## config.mk

```make
export PLATFORM = sky130hd
export DESIGN_NAME = sgpr_regfile
export DESIGN_NICKNAME = d
export VERILOG_FILES = /design/src/rtl/sgpr_pkg.sv /design/src/rtl/sgpr_wdec.sv /design/src/rtl/sgpr_regfile.sv
export SDC_FILE = /design/constraint.sdc
export NUM_CORES = 2
export LEC_CHECK = 0
export ABC_AREA = 1
export CAP_MARGIN = 40
export CORE_MARGIN = 2
export CORE_UTILIZATION = 27
export DETAILED_ROUTE_END_ITERATION = 8
export PLACE_DENSITY = 0.48
export SLEW_MARGIN = 40
export SYNTH_ARGS = -nofsm -noshare
export SYNTH_HDL_FRONTEND = slang
export SYNTH_SLANG_ARGS = --single-unit
```

## constraint.sdc

```tcl
create_clock -name clk -period 36.4 [get_ports clk]
set_input_delay 5.46 -clock clk [delete_from_list [all_inputs] [get_ports clk]]
set_output_delay 5.46 -clock clk [all_outputs]
set_load 0.05 [all_outputs]
```

## src/rtl/sgpr_pkg.sv

```systemverilog
// sgpr_pkg: shared widths and types for the shadow register file
package sgpr_pkg;
  localparam int ADDR_WIDTH = 5;
  localparam int DATA_WIDTH = 32;
  localparam int NUM_REGS = 32;
  typedef logic [4:0] reg_addr_t;
  typedef logic [31:0] reg_data_t;
endpackage

```

## src/rtl/sgpr_wdec.sv

```systemverilog
// sgpr_wdec: one-hot write-enable decode with optional masking of entry 0
module sgpr_wdec import sgpr_pkg::*; #(
  parameter int AW = ADDR_WIDTH,
  parameter bit ZERO_REG0 = 1'b1
) (
  input  logic [AW-1:0]    waddr,
  input  logic             we,
  output logic [2**AW-1:0] wen
);
  for (genvar i = 0; i < 2**AW; i++) begin : g_dec
    assign wen[i] = we && (waddr == AW'(i)) && !(ZERO_REG0 && i == 0);
  end
endmodule

```

## src/rtl/sgpr_regfile.sv

```systemverilog
// sgpr_regfile: 2-read/1-write flop register file with optional hardwired-zero entry 0
module sgpr_regfile #(
  parameter int ADDR_WIDTH = 5,
  parameter int DATA_WIDTH = 32,
  parameter bit ZERO_REG0 = 1'b1
) (
  input  logic                  clk,
  input  logic                  rst_n,
  input  logic                  test_en_i,
  input  logic [ADDR_WIDTH-1:0] raddr_a_i,
  output logic [DATA_WIDTH-1:0] rdata_a_o,
  input  logic [ADDR_WIDTH-1:0] raddr_b_i,
  output logic [DATA_WIDTH-1:0] rdata_b_o,
  input  logic [ADDR_WIDTH-1:0] waddr_a_i,
  input  logic [DATA_WIDTH-1:0] wdata_a_i,
  input  logic                  we_a_i
);
  localparam int NR = 2**ADDR_WIDTH;
  logic [DATA_WIDTH-1:0] mem [NR];
  logic [NR-1:0] wen;
  logic unused_test_en;
  assign unused_test_en = test_en_i;
  sgpr_wdec #(.AW(ADDR_WIDTH), .ZERO_REG0(ZERO_REG0)) u_wdec (
    .waddr(waddr_a_i),
    .we   (we_a_i),
    .wen  (wen)
  );
  // rst_n is active-high despite its name; it clears the whole array asynchronously
  always_ff @(posedge clk or posedge rst_n) begin
    if (rst_n) mem <= '{default: '0};
    else for (int i = 0; i < NR; i++) if (wen[i]) mem[i] <= wdata_a_i;
  end
  assign rdata_a_o = (ZERO_REG0 && raddr_a_i == '0) ? '0 : mem[raddr_a_i];
  assign rdata_b_o = (ZERO_REG0 && raddr_b_i == '0) ? '0 : mem[raddr_b_i];
endmodule

```

==> results.tsv <==
stage	metric	value	unit
timing	period_minus_slack	15.54	ns
timing	slew_viol_final	0	
timing	maxSlewHeadroom	38.7	%
run	maxCapViolCount	0	
pwr	comb_power_share	21.8	%
floorplan	core_area	214000	um^2
global_routing	first_global_vias	54000	
finish	nNetsFinal	8588	
global_routing	grt_max_degree	131	
placement	portBuffers	113	
timing	tightestPinTransition	0.919	ns
timing	final_hold_viol_count	0	
yosys	yosys_most_used_dff	dfrtp_1	
floorplan	ios	115	
floorplan	die_area	218000	um^2
clock_tree	clk_path_buf_depth	3	
yosys	ys_seq_area_share	42.8	%
placement	dp_hpwl	129000	um
global_routing	grt_pass1_wl	367000	um
detailed_routing	route.detailed.drc	0	
clock_tree	cts_resized	0	
pwr	p_clk_share	35.5	%
global_routing	gr-usage-met3	2.39	%
timing	finClkSkew	0	ns
detailed_routing	drtIter0Drc	5769	
timing	layout_worst_path_cycle_share	42.7	%
placement	dp.cells	11300	
placement	gp_congestion	0.806	
finish	largest-register	mem	
clock_tree	post_cts_buffers	0	
clock_tree	h-tree-depth	3	
clock_tree	root_buffer	clkbuf_16	
yosys	ys_ff_latch	992	
clock_tree	cts_tree	yes	
yosys	synth_area_per_cell	6.52	um^2
timing	tns	0	ns
yosys	synth-edff-count	0	
yosys	synthArstFlopShare	100	%
yosys	synth_area_leader_cell	dfrtp_1	
floorplan	rows	170	
yosys	synth.most_common_cell	nand2_1	
yosys	mappedNetlistArea	58000	um^2
finish	area_growth	12.1	%
yosys	yosys_warnings	0	
global_routing	grt_overflow	0	
yosys	yosysTopAreaCellShare	42.8	%
detailed_routing	drt-total-wl	249000	um
yosys	synthTopCellsByArea	dfrtp_1 43%, nand2_1 25%, nand3_1 9.9%, o21ai_0 8.0%, inv_1 5.3%	
pwr	leakagePower	32.3	nW
pwr	seq_power_share	42.8	%
critical_path	critical-path-top-delay-family	buffers and inverters	
pwr	irDropWorstVdd	0.0430	mV
pwr	p_int	0.00226	W
critical_path	cp_num_buf_inv	5	
global_routing	antenna_found_initial	4	
finish	layout-drive-gt1-share	4.50	%
detailed_routing	wl_per_cell	21.7	um
yosys	syn_inst	8892	
yosys	synth_nets	8943	
detailed_routing	vias	56900	
floorplan	fp.dieH	467	um
global_routing	busiest_layer	met2	
clock_tree	path_clk_slew	0.05	ns
critical_path	crit_path_cell_trace	buf_8 > buf_4 > buf_4 > buf_4 > nand2_1 > nand2_1 > nand2_1 > nand3_1 > nand3_1 > nand2_1 > nand2_1 > nand2_1 > clkdlybuf4s50_1	
finish	reg_top3	mem (992)	
pwr	netSwitchingPower	0.00114	W
global_routing	grt_util_met2	38.3	%
floorplan	die_w	467	um
pwr	sw_frac_of_total	33.5	%
min_path	hold_class	reg2reg	
detailed_routing	viasPerCell	4.96	
global_routing	met1_usage	28.9	%
timing	rsz0062_at_grt	false	
critical_path	critical_path_class	in2out	
finish	fill_cells	23600	
global_routing	grt_usage	22.4	%
critical_path	worstPathRequired	30.94	ns
finish	final-instance-count-excl-fill	11500	
critical_path	worstSetupStartpointType	input port	
detailed_routing	firstDrtPassIters	8	
timing	setup_viol	0	
clock_tree	cts_made_buffers	119	
clock_tree	cts_sinks	992	
critical_path	critical_path.max_stage_delay	0.88	ns
critical_path	worstPathArrival	10.08	ns
run_status	run_status	completed	
finish	largest_reg_flops	992	
floorplan	initial_core_util	27.1	%
critical_path	path_max_fanout	61	
pwr	power_density	52.3	nW/um^2
clock_tree	postCtsHoldBufs	0	
critical_path	slowest_stage	clkdlybuf4s50_1	
critical_path	cp-end-kind	output pin	
yosys	synth_common_cells	3874 x nand2_1, 1152 x nand3_1, 992 x dfrtp_1	
timing	timing.fmax	64.4	MHz
critical_path	crit_top_cell	nand2_1	
detailed_routing	ant_nets	0	
yosys	ys_types	21	
clock_tree	clock_latency	0.75	ns
-- layout by cell type, fill, tap and decap left out --
| cell | netlist | routed |
|---|---|---|
| buf_8 | 0 | 5 |
| nor4_4 | 0 | 1 |
| inv_4 | 0 | 2 |
| bufinv_16 | 0 | 3 |
| inv_1 | 826 | 788 |
| or2_4 | 1 | 1 |
| a21oi_1 | 155 | 155 |
| buf_4 | 34 | 65 |
| clkinv_2 | 0 | 17 |
| buf_6 | 3 | 26 |
| inv_6 | 0 | 3 |
| clkbuf_1 | 411 | 33 |
| clkbuf_8 | 0 | 35 |
| nor2_4 | 1 | 5 |
| nand3_4 | 0 | 6 |
| nand2_8 | 0 | 11 |
| nand3_1 | 1152 | 1152 |
| o21ai_1 | 92 | 92 |
| clkdlybuf4s50_1 | 0 | 103 |
| o21ai_0 | 926 | 926 |
| nor2_2 | 15 | 13 |
| buf_16 | 0 | 7 |
| inv_2 | 7 | 36 |
| clkinv_8 | 0 | 2 |
| dfrtp_1 | 992 | 992 |
| inv_8 | 0 | 3 |
| nor2_1 | 130 | 128 |
| clkbuf_16 | 0 | 122 |
| nand2_1 | 3874 | 3871 |
| nand2_4 | 0 | 14 |
| buf_12 | 0 | 9 |
| buf_2 | 215 | 1 |
| diode_2 | 0 | 2 |
| inv_12 | 0 | 1 |
-- final cells by class --
class                           count  area, um^2  share of cell area, %
Clock buffer                      190        3660                   5.63
Antenna cell                        2        5.00                0.00770
Tap cell                         2838        3550                   5.46
Clock inverter                     22         204                  0.314
Sequential cell                   992       24800                   38.2
Timing Repair Buffer              216        2260                   3.48
Inverter                          833        3190                   4.90
Multi-Input combinational cell   6375       27300                   42.0
-- power by group through the flow --
stage	combinational [W]	sequential [W]	clock (W)
6_report	0.000740	0.00145	0.00121
5_1_grt	0.000851	0.00148	0.00127
4_1_cts	0.000741	0.00145	0.00123
3_5_place_dp	0.000739	0.00147	0
3_3_place_gp	0.000724	0.00146	0
2_1_floorplan	0.000546	0.00144	0
-- through the flow --
stage | setup WS (ns) | hold slack, ns | total power, W | area [um^2] | util (%)
after global routing | 20.78 | 0.500 | 0.00361 | 65000 | 30.4
after global placement | 20.41 | 0.466 | 0.00219 | 60700 | 28.4
after floorplan | 3.03 | 0.453 | 0.00199 | 58000 | -
final | 20.86 | 0.481 | 0.00340 | 65000 | 30.4
after detailed placement | 20.71 | 0.473 | 0.00221 | 61000 | 28.5
after CTS | 20.69 | 0.487 | 0.00342 | 64900 | 30.3
-- worst register-to-register path, cell delays in order, from the launching register on --
cell     delay (ns)
dfrtp_1        0.40
nand2_1        0.07
o21ai_0        0.12
-- routing by layer --
metal  part of all wire, %  vias to the layer above  wire (um)
met2                    48                     2036     118000
met4                   4.0                        0       9880
met1                    43                    27400     106000
li1                      -                    27000          -
met3                   5.7                      454      14300
met5                     0                        -          0
-- kinds of logic after synthesis --
group	Yosys count	synth area share, %
AND/OR/NAND/NOR	5202	36.4
buffers and inverters	1525	10.6
AO/OA/AOI/OAI	1173	10.1
flip-flops	992	42.8
-- path summary, 6_finish.rpt --
path,slack [ns],start,cells past startpoint,to
setup / recovery,20.86,raddr_a_i[0],13,rdata_a_o[10]
setup reg to reg,35.66,mem[639],2,mem[639]
hold reg to reg,0.48,mem[516],2,mem[516]
hold / removal,0.48,mem[516],2,mem[516]
min in group asynchronous,5.15,rst_n,2,mem[714]
max in group asynchronous,27.81,rst_n,7,mem[415]
No activity file was read; power rests on OpenSTA's default activity.
